<file path="config.mk">
export PLATFORM = sky130hd
export DESIGN_NAME = bitmap_scan_encoder
export DESIGN_NICKNAME = d
export VERILOG_FILES = /design/src/rtl/bitmap_scan_encoder.sv
export SDC_FILE = /design/constraint.sdc
export NUM_CORES = 1
export LEC_CHECK = 0
export CAP_MARGIN = 20
export CORE_MARGIN = 1
export CORE_UTILIZATION = 40
export CTS_CLUSTER_DIAMETER = 120
export DETAILED_ROUTE_END_ITERATION = 10
export PLACE_DENSITY = 0.82
export SYNTH_ARGS = -nofsm -noshare
export SYNTH_HDL_FRONTEND = slang
export SYNTH_SLANG_ARGS = --single-unit
</file>
<file path="constraint.sdc">
create_clock -name clk -period 7.67 [get_ports clk]
set_input_delay 1.9175 -clock clk [delete_from_list [all_inputs] [get_ports clk]]
set_output_delay 1.9175 -clock clk [all_outputs]
set_load 0.05 [all_outputs]
</file>
<file path="src/rtl/bitmap_scan_encoder.sv">
// Streaming multi-hit priority encoder: emits each set bit of an accepted bitmap as one beat.
// Optional macro BITMAP_SCAN_EMPTY_REPORT_EN: all-zero bitmaps emit one out_empty beat instead of being dropped.
module bitmap_scan_encoder #(
   parameter int RADIX     = 16,
   parameter int WIDTH     = $clog2(RADIX),
   parameter bit MSB_FIRST = 1'b0
) (
   input  logic             clk,
   input  logic             rst,
   input  logic             in_valid,
   output logic             in_ready,
   input  logic [RADIX-1:0] in_bitmap,
   output logic             out_valid,
   input  logic             out_ready,
   output logic [WIDTH-1:0] out_idx,
   output logic [RADIX-1:0] out_onehot,
   output logic             out_last,
   output logic             out_empty
);

   typedef enum logic {IDLE, SCAN} state_t;

   state_t            state;
   logic [RADIX-1:0]  pending;
   logic [WIDTH-1:0]  sel_idx;
   logic [RADIX-1:0]  sel_oh;
   logic              is_last;
   logic              beat;
   logic              accept;

   // Last assignment in the loop wins, so loop direction sets priority.
   always_comb begin
      sel_idx = '0;
      sel_oh  = '0;
      if (MSB_FIRST) begin
         for (int i = 0; i < RADIX; i++) begin
            if (pending[i]) begin
               sel_idx   = WIDTH'(i);
               sel_oh    = '0;
               sel_oh[i] = 1'b1;
            end
         end
      end else begin
         for (int i = RADIX-1; i >= 0; i--) begin
            if (pending[i]) begin
               sel_idx   = WIDTH'(i);
               sel_oh    = '0;
               sel_oh[i] = 1'b1;
            end
         end
      end
   end

   assign is_last    = (pending & (pending - RADIX'(1))) == '0;
   assign out_valid  = (state == SCAN);
   assign out_last   = out_valid & is_last;
   assign out_idx    = sel_idx;
   assign out_onehot = sel_oh;
   assign beat       = out_valid & out_ready;
   assign in_ready   = (state == IDLE) | (beat & is_last);
   assign accept     = in_valid & in_ready;

`ifdef BITMAP_SCAN_EMPTY_REPORT_EN
   logic empty_flag;

   assign out_empty = out_valid & empty_flag;

   always_ff @(posedge clk) begin
      if (rst) begin
         state      <= IDLE;
         pending    <= '0;
         empty_flag <= 1'b0;
      end else if (accept) begin
         state      <= SCAN;
         pending    <= in_bitmap;
         empty_flag <= (in_bitmap == '0);
      end else if (beat) begin
         pending <= pending & ~sel_oh;
         if (is_last) begin
            state      <= IDLE;
            empty_flag <= 1'b0;
         end
      end
   end
`else
   assign out_empty = 1'b0;

   // A zero bitmap is taken off the bus but never enters SCAN.
   always_ff @(posedge clk) begin
      if (rst) begin
         state   <= IDLE;
         pending <= '0;
      end else if (accept) begin
         state   <= (in_bitmap != '0) ? SCAN : IDLE;
         pending <= in_bitmap;
      end else if (beat) begin
         pending <= pending & ~sel_oh;
         if (is_last) state <= IDLE;
      end
   end
`endif

endmodule
</file>
Word level (Yosys, flattened, before mapping):

Cells that the tools add are included.

* flip-flop bits (word level): 17
* input bits: 20

* add/sub/neg operators: 1
* mux-type cells: 38
* bitwise logic cells: 9
* reduce and logical (&&, ||, !) cells: 5

Operators by type and width (number)
* $mux 16: 18
* $mux 4: 16
* $and 16x16->16: 2
* $logic_not 16->1: 1
* $not 16->16: 1
* $reduce_bool 16->1: 1
* $sub 16x1->16 const B: 1
* $and 1x1->1: 4
* $mux 1: 4
* $reduce_bool 2->1: 2
* $reduce_and 2->1: 1
* $not 1->1: 1
* $or 1x1->1: 1

Depth between registers and ports, before layout:

Gate-level depths: netlist of the first run.

* depth in word-level cells: 20
* mapped depth: 9

Worst setup path after synthesis of the first run:

Ideal clock, no wire load.

* kind: register to output
* from: reg pending[14]
* to: out out_idx[0]
* arrival time: 2.473 ns
* data required time: 5.753 ns
* setup slack: 3.279 ns
* cell stages (with the launch flop): 8
* path through: dfxtp_1 > inv_1 > a21oi_1 > o21bai_1 > a21oi_1 > o21ai_0 > a21oi_1 > o41ai_1

* word-level cells in the longest chain between the ends: 15

Ends and longest elaborated chain
* start: declaration: line 24 `logic [RADIX-1:0] pending;`
* start signal: assignment: line 95 `pending <= in_bitmap;`
* start signal: assignment: line 97 `pending <= pending & ~sel_oh;`
* $mux 4 (15 in series): line 45 `if (pending[i]) begin`
* end: declaration: line 15 `output logic [WIDTH-1:0] out_idx,`

Every way passes these cells.

Final worst setup path of the first run:

* from: in out_ready
* to: out in_ready

* word-level cells in the longest chain between the ends: 3

Ends and longest elaborated chain
* start: declaration: line 14 `input logic out_ready,`
* $and 1x1->1: line 59 `assign beat = out_valid & out_ready;`
* $and 1x1->1: line 60 `assign in_ready = (state == IDLE) | (beat & is_last);`
* $or 1x1->1: line 60
* end: declaration: line 11 `output logic in_ready,`

Every way passes these cells.

==> report_table.html, run 1 <==
<table>
<tr><th>Metric</th><th>Value</th></tr>
<tr><th colspan="2">Floorplan</th></tr>
<tr><td>Die boundary width</td><td>between 50 and 60 microns</td></tr>
<tr><td>Floorplan core area</td><td>0.003103 sq mm</td></tr>
<tr><td>Effective utilization at floorplan</td><td>42.50%</td></tr>
<tr><td>Die H</td><td>59.42 microns</td></tr>
<tr><td>Total I/O pin count</td><td>44</td></tr>
<tr><td>Total number of placement rows</td><td>20</td></tr>
<tr><td>Die area</td><td>0.003531 sq mm</td></tr>
<tr><th colspan="2">Logic synthesis</th></tr>
<tr><td>Dominant combinational cell family by area after synthesis</td><td>simple AND/OR/NAND/NOR gates</td></tr>
<tr><td>Portion of the post-synthesis area used by sequential elements</td><td>25.81%</td></tr>
<tr><td>Yosys reg bits</td><td>17</td></tr>
<tr><td>Share of synthesized area spent on multiplexers</td><td>0%</td></tr>
<tr><td>Post-synthesis compound-gate area fraction</td><td>a little over a quarter</td></tr>
<tr><td>Synthesized netlist net count</td><td>201</td></tr>
<tr><td>Mean area per synthesized cell</td><td>~7.3 sq um</td></tr>
<tr><td>Post-synthesis simple-gate area fraction</td><td>a little over a third</td></tr>
<tr><td>Cell area after synthesis</td><td>about 0.0013 sq mm</td></tr>
<tr><td>Gate count of the mapped netlist</td><td>about 180</td></tr>
<tr><td>Share of synthesized cell area in full adder, half adder and majority cells</td><td>less than 1%</td></tr>
<tr><td>Cell variety after synth</td><td>41</td></tr>
<tr><td>Xor/xnor share of the synthesized area</td><td>0%</td></tr>
<tr><td>Syn. warnings</td><td>0</td></tr>
<tr><th colspan="2">Placed design</th></tr>
<tr><td>Pre-CTS setup slack</td><td>between 2 and 2.5 ns</td></tr>
<tr><td>Detailed Place HPWL</td><td>about 2500 microns</td></tr>
<tr><td>Final weighted congestion in routability-driven placement</td><td>0.8208</td></tr>
<tr><td>Count of port buffers added during placement</td><td>42</td></tr>
<tr><td>Cell total after placement</td><td>between 200 and 300</td></tr>
<tr><td>Post-placement cell area</td><td>between 0.0015 and 0.002 sq mm</td></tr>
<tr><th colspan="2">Route</th></tr>
<tr><td>Number of DRC violations after detailed routing</td><td>0</td></tr>
<tr><td>Post-detailed-routing wire length</td><td>3386 microns</td></tr>
<tr><td>Routed length per placed instance</td><td>~13 microns</td></tr>
<tr><td>Number of nets with antenna violations after detailed routing</td><td>0</td></tr>
<tr><td>Vias per Instance</td><td>around 5.8</td></tr>
<tr><td>Via count</td><td>1482</td></tr>
<tr><td>Number of detailed-route iterations in the first pass</td><td>4</td></tr>
<tr><td>Drt first-iter violations</td><td>38</td></tr>
<tr><th colspan="2">STA</th></tr>
<tr><td>Fmax achieved</td><td>between 150 and 200 MHz</td></tr>
<tr><td>Clock Skews</td><td>between 0.0004 and 0.0005 ns</td></tr>
<tr><td>Final WS setup</td><td>2.313 ns</td></tr>
<tr><td>Total negative slack for setup checks</td><td>0 ns</td></tr>
<tr><td>Final worst-path cycle share</td><td>between 60% and 70%</td></tr>
<tr><td>Final hold vios</td><td>0</td></tr>
<tr><td>Count of pins over their slew limit</td><td>0</td></tr>
<tr><td>Final critical delay including setup and external delays</td><td>5.357 ns</td></tr>
<tr><td>Worst Max-Slew Pin Slew</td><td>around 0.87 ns</td></tr>
<tr><td>Setup-violating endpoint count in the final report</td><td>0</td></tr>
<tr><td>Relative slew slack</td><td>42.10%</td></tr>
<tr><td>Unrepaired setup endpoints after global routing</td><td>false</td></tr>
<tr><th colspan="2">Layout</th></tr>
<tr><td>Design area</td><td>about 0.0017 sq mm</td></tr>
<tr><td>End-of-flow core utilization</td><td>55.12%</td></tr>
<tr><td>Layout area overhead</td><td>29.70%</td></tr>
<tr><td>Commonest non-fill, non-tap cell in the layout</td><td>sky130_fd_sc_hd__clkdlybuf4s50_1</td></tr>
<tr><td>Leading cell types in the layout, fill and taps excluded</td><td>sky130_fd_sc_hd__clkdlybuf4s50_1 (42), sky130_fd_sc_hd__nand2_1 (26), sky130_fd_sc_hd__dfxtp_1 (17)</td></tr>
<tr><td>Final net count</td><td>~230</td></tr>
<tr><td>Antenna diode count</td><td>0</td></tr>
<tr><td>Post-route insts no fill</td><td>between 200 and 300</td></tr>
<tr><td>Fraction of layout cells with a size suffix above 1</td><td>under 10%</td></tr>
<tr><th colspan="2">CTS</th></tr>
<tr><td>Clock slew at reported path FFs</td><td>roughly 0.1 ns</td></tr>
<tr><td>Post-CTS setup buffers</td><td>0</td></tr>
<tr><td>CTS hold repair buffers</td><td>0</td></tr>
<tr><td>CTS buffer count</td><td>3</td></tr>
<tr><td>Clock tree from TritonCTS</td><td>built</td></tr>
<tr><td>CTS H-tree lvls</td><td>1</td></tr>
<tr><td>Buffer cell driving the clock tree root</td><td>sky130_fd_sc_hd__clkbuf_4</td></tr>
<tr><td>Max clock buf depth</td><td>2</td></tr>
<tr><td>Number of clock sinks</td><td>17</td></tr>
<tr><td>Skew-Pair Late Insertion Delay</td><td>a little under 0.3 ns</td></tr>
<tr><td>Post_cts resized</td><td>0</td></tr>
<tr><th colspan="2">Global routing</th></tr>
<tr><td>First-pass GRT wire length</td><td>between 5000 and 6000 microns</td></tr>
<tr><td>Vias in the first global route</td><td>about 1300</td></tr>
<tr><td>Overall routing resource usage</td><td>roughly a fifth</td></tr>
<tr><td>Maximum number of pins on one net before global-route repair</td><td>33</td></tr>
<tr><td>Initial antenna violation count</td><td>0</td></tr>
<tr><td>Overflow left after global routing</td><td>0</td></tr>
<tr><th colspan="2">Pwr</th></tr>
<tr><td>Total power per unit cell area</td><td>about 210 mW/mm^2</td></tr>
<tr><td>Switching Fraction</td><td>a little under half</td></tr>
<tr><td>Sw power</td><td>roughly 0.17 mW</td></tr>
<tr><td>Logic gate share of total power</td><td>between 50% and 60%</td></tr>
<tr><td>Maximum ir drop on the vdd rail</td><td>roughly 120 uV</td></tr>
<tr><td>Total leakage power</td><td>0.5826 nW</td></tr>
<tr><td>Flop pwr share</td><td>about 33%</td></tr>
<tr><td>Power share of the clock group</td><td>a little over an eighth</td></tr>
<tr><td>Int Pwr</td><td>around 0.19 mW</td></tr>
<tr><th colspan="2">Min path</th></tr>
<tr><td>Hold Path End</td><td>out_valid</td></tr>
<tr><td>Count of cells along the worst hold path</td><td>2</td></tr>
<tr><td>Class of the worst hold path</td><td>flip-flop to flip-flop</td></tr>
<tr><td>Worst hold start</td><td>out_valid</td></tr>
<tr><th colspan="2">Worst setup path</th></tr>
<tr><td>Critical path cell sequence</td><td>clkdlybuf4s50_1, nand2_1, nand2_1, clkdlybuf4s50_1</td></tr>
<tr><td>Largest fanout on the critical path</td><td>4</td></tr>
<tr><td>Reg2Reg Launch Point</td><td>pending[0]</td></tr>
<tr><td>Startpoint types</td><td>input port</td></tr>
<tr><td>Number of buffers and inverters on the critical path</td><td>2</td></tr>
<tr><td>Arr. time, crit path</td><td>about 3.4 ns</td></tr>
<tr><td>Top Family by Delay on Critical Path</td><td>buffers and inverters</td></tr>
<tr><td>Data required time at the worst endpoint</td><td>~5.8 ns</td></tr>
<tr><td>Longest individual stage delay on the worst path</td><td>0.80 ns</td></tr>
<tr><td>Setup Crit Path Kind</td><td>input port to output port</td></tr>
<tr><td>Slowest-stage cell, CP</td><td>sky130_fd_sc_hd__clkdlybuf4s50_1</td></tr>
<tr><td>Kind of end point of the critical path</td><td>output port</td></tr>
<tr><td>Register-to-Register Setup Slack</td><td>4.75 ns</td></tr>
<tr><td>Reg-to-Reg End</td><td>pending[8]</td></tr>
<tr><td>R2R depth</td><td>7</td></tr>
<tr><th colspan="2">Outcome</th></tr>
<tr><td>Run status</td><td>complete, no violations</td></tr>
<tr><th colspan="2">Run</th></tr>
<tr><td>Count of maximum capacitance violations</td><td>0</td></tr>
</table>
[power groups by stage]
stage / logic (mW) / registers, mW / clock network (mW)
6_report: 0.192 / 0.117 / 0.0486
5_1_grt: 0.206 / 0.118 / 0.0545
4_1_cts: 0.192 / 0.116 / 0.0492
3_5_place_dp: 0.191 / 0.118 / 0
3_3_place_gp: 0.190 / 0.117 / 0
2_1_floorplan: 0.151 / 0.108 / 0
[synth_stat cells]
master | number | area (sq um)
sky130_fd_sc_hd__nor3b_1 | 2 | 15.01
sky130_fd_sc_hd__and2_0 | 1 | 6.260
sky130_fd_sc_hd__o2bb2ai_1 | 1 | 8.760
sky130_fd_sc_hd__o21ai_0 | 2 | 10.01
sky130_fd_sc_hd__buf_2 | 1 | 5.000
sky130_fd_sc_hd__o41ai_1 | 4 | 35.03
sky130_fd_sc_hd__or4_1 | 1 | 7.510
sky130_fd_sc_hd__nor3_1 | 4 | 20.02
sky130_fd_sc_hd__nor4_2 | 3 | 37.54
sky130_fd_sc_hd__nor2b_1 | 2 | 12.51
sky130_fd_sc_hd__o21ai_1 | 16 | 80.08
sky130_fd_sc_hd__o21bai_1 | 1 | 7.510
sky130_fd_sc_hd__buf_4 | 2 | 15.01
sky130_fd_sc_hd__a31oi_4 | 1 | 21.27
sky130_fd_sc_hd__conb_1 | 1 | 3.750
sky130_fd_sc_hd__nor2_1 | 13 | 48.80
sky130_fd_sc_hd__a31oi_1 | 5 | 31.28
sky130_fd_sc_hd__o31ai_1 | 1 | 7.510
sky130_fd_sc_hd__nand4_1 | 10 | 62.56
sky130_fd_sc_hd__o22ai_1 | 1 | 6.260
sky130_fd_sc_hd__or3_1 | 1 | 6.260
sky130_fd_sc_hd__clkbuf_1 | 7 | 26.28
sky130_fd_sc_hd__a2111o_1 | 1 | 11.26
sky130_fd_sc_hd__a2bb2oi_1 | 1 | 8.760
sky130_fd_sc_hd__o2111ai_1 | 7 | 61.31
sky130_fd_sc_hd__a211oi_1 | 2 | 15.01
sky130_fd_sc_hd__and3_1 | 6 | 37.54
sky130_fd_sc_hd__buf_6 | 5 | 56.30
sky130_fd_sc_hd__nand2_1 | 26 | 97.59
sky130_fd_sc_hd__a22oi_1 | 1 | 7.510
sky130_fd_sc_hd__nor4_1 | 5 | 31.28
sky130_fd_sc_hd__nand3_1 | 4 | 20.02
sky130_fd_sc_hd__nor4_4 | 1 | 21.27
sky130_fd_sc_hd__a41oi_1 | 1 | 8.760
sky130_fd_sc_hd__buf_1 | 2 | 7.510
sky130_fd_sc_hd__inv_1 | 8 | 30.03
sky130_fd_sc_hd__a21oi_1 | 6 | 30.03
sky130_fd_sc_hd__nand4_2 | 1 | 12.51
sky130_fd_sc_hd__maj3_1 | 1 | 10.01
sky130_fd_sc_hd__dfxtp_1 | 17 | 340.3
sky130_fd_sc_hd__and2_1 | 6 | 37.54
[routing by layer]
metal	track usage, %	vias up	wire [microns]	share of wire, %
met3	2.402	9	205	6.1
met5	0	-	0	0
met1	28.76	672	1648	49
met2	32.58	66	1465	43
li1	-	735	-	-
met4	7.823	0	66	1.9
[cell type report]
| class | instances | area [sq um] |
|---|---|---|
| repair buffers | 42 | 420.4 |
| fillers | 312 | 1393 |
| flip-flops and latches | 17 | 340.3 |
| well taps | 44 | 55.05 |
| clock buffers | 4 | 26.28 |
| inverters | 8 | 30.03 |
| multi-input cells | 139 | 838.3 |
[sequential cells by signal, summed over array words and instances (netlist names)]
name       count
out_valid      1
pending       16
[worst max-delay path by stage]
stage	start	end	slack, ns	depth (start not counted)
finish	out_ready	in_ready	2.31	4
global route	pending[0]	in_ready	2.09	7
CTS	out_ready	in_ready	2.31	4
detailed placement	out_ready	in_ready	2.31	4
global placement	out_ready	in_ready	2.33	4
floorplan	pending[14]	out_idx[0]	3.28	7
[tightest hold or removal path, delay by kind of cell (launching register included)]
family             cells  cell delay (ns)
DFF                    1             0.37
AOI/OAI and AO/OA      1             0.06
and+or+nand+nor        1             0.09
[stage by stage]
| step | hold slack, ns | total power [mW] |
|---|---|---|
| after detailed placement | 0.5470 | 0.3091 |
| after CTS | 0.5640 | 0.3569 |
| final | 0.5609 | 0.3573 |
| after global placement | 0.5403 | 0.3074 |
| after global routing | 0.5940 | 0.3793 |
| after floorplan | 0.5060 | 0.2591 |
[logic make-up (layout without fill, tap and decap cells)]
| logic type | after synthesis | in the layout |
|---|---|---|
| AO/OA/AOI/OAI | 51 | 51 |
| other | 1 | 1 |
| flip-flops | 17 | 17 |
| buffers and inverters | 25 | 54 |
| adder cells (fa/ha/maj) | 1 | 1 |
| AND/OR/NAND/NOR | 86 | 86 |
Note: power is estimated with default switching activity, not from simulation.
==> run 2, diff against run 1 <==
==> constraint.sdc (replaced) <==
create_clock -name clk -period 5.15 [get_ports clk]
set_input_delay 1.2875 -clock clk [delete_from_list [all_inputs] [get_ports clk]]
set_output_delay 1.2875 -clock clk [all_outputs]
set_load 0.05 [all_outputs]
==> run 2 against run 1 <==
Net effect: sequential power increased by 49%; via count fell by 2.9%; sequential share of layout area is 0.087 points lower; critical path type is now flip-flop to output port; clock skew is 0.0039 ns higher; core utilization increased by 0.24 points; total power is 49% higher; register-to-register slack lost 2.6 ns; combinational power up 52%; die area is the same; setup slack worse by 1.9 ns.
==> report_table.html, run 2 (synthesized netlist as in run 1, its figures left out) <==
<table>
<tr><th>Metric</th><th>Value</th></tr>
<tr><th colspan="2">Outcome</th></tr>
<tr><td>Run status</td><td>complete, no violations</td></tr>
<tr><th colspan="2">Placed design</th></tr>
<tr><td>Final weighted congestion in routability-driven placement</td><td>0.8827 (+7.5%)</td></tr>
<tr><td>Detailed Place HPWL</td><td>2735 microns (+8.5%)</td></tr>
<tr><td>Count of port buffers added during placement</td><td>42 (unchanged)</td></tr>
<tr><td>Cell total after placement</td><td>251 (+0.40%)</td></tr>
<tr><th colspan="2">Floorplan</th></tr>
<tr><td>Total number of placement rows</td><td>20 (unchanged)</td></tr>
<tr><td>Die area</td><td>0.003531 sq mm (unchanged)</td></tr>
<tr><td>Floorplan core area</td><td>0.003103 sq mm (unchanged)</td></tr>
<tr><td>Effective utilization at floorplan</td><td>42.50% (unchanged)</td></tr>
<tr><td>Total I/O pin count</td><td>44 (unchanged)</td></tr>
<tr><td>Die boundary width</td><td>59.42 microns (unchanged)</td></tr>
<tr><td>Die H</td><td>59.42 microns (unchanged)</td></tr>
<tr><th colspan="2">Layout</th></tr>
<tr><td>Leading cell types in the layout, fill and taps excluded</td><td>sky130_fd_sc_hd__clkdlybuf4s50_1 (42), sky130_fd_sc_hd__nand2_1 (26), sky130_fd_sc_hd__dfxtp_1 (17)</td></tr>
<tr><td>End-of-flow core utilization</td><td>55.36% (+0.24 points)</td></tr>
<tr><td>Area of the multi-input gates</td><td>838.3 sq um (unchanged)</td></tr>
<tr><td>Fill cell instance count of the final layout</td><td>325 (+4.2%)</td></tr>
<tr><td>Register bank with the most flops</td><td>pending</td></tr>
<tr><td>Register Area</td><td>340.3 sq um (unchanged)</td></tr>
<tr><td>Antenna diode count</td><td>0 (unchanged)</td></tr>
<tr><td>Commonest non-fill, non-tap cell in the layout</td><td>sky130_fd_sc_hd__clkdlybuf4s50_1</td></tr>
<tr><td>Final net count</td><td>232 (+0.43%)</td></tr>
<tr><td>Flip-flop count of the largest register, all copies and words added</td><td>16 (unchanged)</td></tr>
<tr><td>Layout area overhead</td><td>30.27%</td></tr>
<tr><td>Post-route insts no fill</td><td>255 (+0.39%)</td></tr>
<tr><td>Fraction of layout cells with a size suffix above 1</td><td>4.739% (+0.45 points)</td></tr>
<tr><th colspan="2">STA</th></tr>
<tr><td>Setup-violating endpoint count in the final report</td><td>0 (unchanged)</td></tr>
<tr><td>Final worst-path cycle share</td><td>between 90% and 100%</td></tr>
<tr><td>Fin Hold WS</td><td>0.5638 ns (+0.002900 ns)</td></tr>
<tr><td>Count of pins over their slew limit</td><td>0 (unchanged)</td></tr>
<tr><td>Unrepaired setup endpoints after global routing</td><td>false</td></tr>
<tr><td>Clock Skews</td><td>0.004369 ns (+0.003922 ns)</td></tr>
<tr><td>Final hold vios</td><td>0 (unchanged)</td></tr>
<tr><td>Total negative slack for setup checks</td><td>0 ns (unchanged)</td></tr>
<tr><td>Worst Max-Slew Pin Slew</td><td>0.8856 ns (+0.01805 ns)</td></tr>
<tr><td>Fmax achieved</td><td>roughly 210 MHz</td></tr>
<tr><td>Relative slew slack</td><td>40.90% (-1.2 points)</td></tr>
<tr><td>Final critical delay including setup and external delays</td><td>about 4.7 ns</td></tr>
<tr><th colspan="2">CTS</th></tr>
<tr><td>CTS buffer count</td><td>3 (unchanged)</td></tr>
<tr><td>Clock slew at reported path FFs</td><td>0.09 ns (about the same)</td></tr>
<tr><td>Clock tree from TritonCTS</td><td>built</td></tr>
<tr><td>Number of clock sinks</td><td>17 (unchanged)</td></tr>
<tr><td>Buffer cell driving the clock tree root</td><td>sky130_fd_sc_hd__clkbuf_4</td></tr>
<tr><td>CTS H-tree lvls</td><td>1 (unchanged)</td></tr>
<tr><td>Skew-Pair Late Insertion Delay</td><td>0.28 ns (about the same)</td></tr>
<tr><td>Post-CTS setup buffers</td><td>0 (unchanged)</td></tr>
<tr><td>Post_cts resized</td><td>0 (unchanged)</td></tr>
<tr><td>CTS hold repair buffers</td><td>0 (unchanged)</td></tr>
<tr><td>Max clock buf depth</td><td>2 (unchanged)</td></tr>
<tr><th colspan="2">Pwr</th></tr>
<tr><td>Flop pwr share</td><td>32.6% (about the same)</td></tr>
<tr><td>Switching Fraction</td><td>47.32% (-0.39 points)</td></tr>
<tr><td>Total power</td><td>0.5324 mW (+49%)</td></tr>
<tr><td>Int Pwr</td><td>0.2804 mW (+50%)</td></tr>
<tr><td>Sw power</td><td>0.2520 mW (+48%)</td></tr>
<tr><td>Power share of the clock group</td><td>12.7% (-0.9 points)</td></tr>
<tr><td>Total leakage power</td><td>0.5873 nW (+0.81%)</td></tr>
<tr><td>Logic gate share of total power</td><td>54.7% (+0.9 points)</td></tr>
<tr><td>Maximum ir drop on the vdd rail</td><td>138.2 uV (+20%)</td></tr>
<tr><td>Total power per unit cell area</td><td>309.9 mW/mm^2 (+48%)</td></tr>
<tr><th colspan="2">Global routing</th></tr>
<tr><td>Maximum number of pins on one net before global-route repair</td><td>33 (unchanged)</td></tr>
<tr><td>Overall routing resource usage</td><td>21.36% (+0.67 points)</td></tr>
<tr><td>Overflow left after global routing</td><td>0 (unchanged)</td></tr>
<tr><td>Initial antenna violation count</td><td>0 (unchanged)</td></tr>
<tr><td>Vias in the first global route</td><td>1316 (+4.4%)</td></tr>
<tr><td>First-pass GRT wire length</td><td>5809 microns (+3.6%)</td></tr>
<tr><th colspan="2">Worst setup path</th></tr>
<tr><td>Register-to-Register Setup Slack</td><td>2.20 ns (-2.55 ns)</td></tr>
<tr><td>Arr. time, crit path</td><td>3.42 ns (-0.02 ns)</td></tr>
<tr><td>Data required time at the worst endpoint</td><td>3.86 ns (-1.89 ns)</td></tr>
<tr><td>Startpoint types</td><td>flip-flop</td></tr>
<tr><td>Reg-to-Reg End</td><td>pending[5]</td></tr>
<tr><td>Largest fanout on the critical path</td><td>14 (+10)</td></tr>
<tr><td>R2R depth</td><td>7 (unchanged)</td></tr>
<tr><td>Reg2Reg Launch Point</td><td>pending[0]</td></tr>
<tr><td>Kind of end point of the critical path</td><td>output port</td></tr>
<tr><td>Setup Crit Path Kind</td><td>flip-flop to output port</td></tr>
<tr><th colspan="2">Route</th></tr>
<tr><td>Post-detailed-routing wire length</td><td>3543 microns (+4.6%)</td></tr>
<tr><td>Number of detailed-route iterations in the first pass</td><td>4 (unchanged)</td></tr>
<tr><td>Number of nets with antenna violations after detailed routing</td><td>0 (unchanged)</td></tr>
<tr><td>Via count</td><td>1439 (-2.9%)</td></tr>
<tr><td>Routed length per placed instance</td><td>13.89 microns (+4.2%)</td></tr>
<tr><td>Vias per Instance</td><td>5.643 (-3.3%)</td></tr>
<tr><td>Drt first-iter violations</td><td>28 (-26%)</td></tr>
<tr><td>Number of DRC violations after detailed routing</td><td>0 (unchanged)</td></tr>
<tr><th colspan="2">Min path</th></tr>
<tr><td>Class of the worst hold path</td><td>flip-flop to flip-flop</td></tr>
<tr><td>Hold Path End</td><td>pending[11]</td></tr>
<tr><td>Worst hold start</td><td>pending[11]</td></tr>
<tr><td>Count of cells along the worst hold path</td><td>2 (unchanged)</td></tr>
<tr><th colspan="2">Run</th></tr>
<tr><td>Count of maximum capacitance violations</td><td>0 (unchanged)</td></tr>
</table>
## run 2: changes by cell type in the layout (fill, tap and decap cells not counted)
cell and change:
sky130_fd_sc_hd__buf_4 +1
## run 2: how the worst max path moves through the flow
stage | startpoint | end | slack, ns | cells past startpoint
after floorplan | pending[14] | out_idx[0] | 1.39 | 7
after global placement | pending[0] | in_ready | 0.97 | 7
after detailed placement | pending[0] | in_ready | 0.78 | 7
after CTS | pending[0] | in_ready | 0.45 | 7
after global routing | pending[0] | in_ready | 0.20 | 7
final | pending[0] | in_ready | 0.44 | 7
## run 2: routing by layer
metal	track usage (%)	routed length, microns	vias to the layer above
li1	-	-	738
met4	7.823	25	0
met1	29.81	1713	646
met3	2.402	209	4
met2	33.71	1594	51
met5	0	0	-
## run 2: power groups by stage
stage / Clock (mW) / Combinational, mW / Sequential, mW
3_3_place_gp: 0 / 0.287 / 0.175
6_report: 0.0674 / 0.291 / 0.174
2_1_floorplan: 0 / 0.225 / 0.161
5_1_grt: 0.0778 / 0.310 / 0.177
3_5_place_dp: 0 / 0.291 / 0.176
4_1_cts: 0.0708 / 0.292 / 0.173
## run 2: final cells by class
class                           instances  area share, %
Multi-Input combinational cell        139          48.80
Timing Repair Buffer                   43          24.91
Sequential cell                        17          19.81
Tap cell                               44          3.205
Inverter                                8          1.748
Clock buffer                            4          1.529
## run 2: metrics by stage
step                      worst slack, ns  area, sq um
final                              0.4403         1718
after global routing               0.1972         1718
after CTS                          0.4455         1718
after detailed placement           0.7791         1692
after global placement             0.9660         1692
after floorplan                     1.389         1319
## run 2: worst max-delay path: stages (launching register included)
cell and delay [ns]:
sky130_fd_sc_hd__dfxtp_1 0.45, sky130_fd_sc_hd__nor4_2 0.76, sky130_fd_sc_hd__a41oi_1 0.21, sky130_fd_sc_hd__a2111o_1 0.43
sky130_fd_sc_hd__nor4_4 0.29, sky130_fd_sc_hd__nand2_1 0.10, sky130_fd_sc_hd__nand2_1 0.10, sky130_fd_sc_hd__clkdlybuf4s50_1 0.81
==> run 3, diff against run 2 <==
--- a/config.mk
+++ b/config.mk
@@ -14,3 +14,4 @@
 export SYNTH_ARGS = -nofsm -noshare
 export SYNTH_HDL_FRONTEND = slang
 export SYNTH_SLANG_ARGS = --single-unit
+export TNS_END_PERCENT = 30
==> results of run 3 <==
Same layout as run 2: the final DEF is identical, and so are final timing and power.
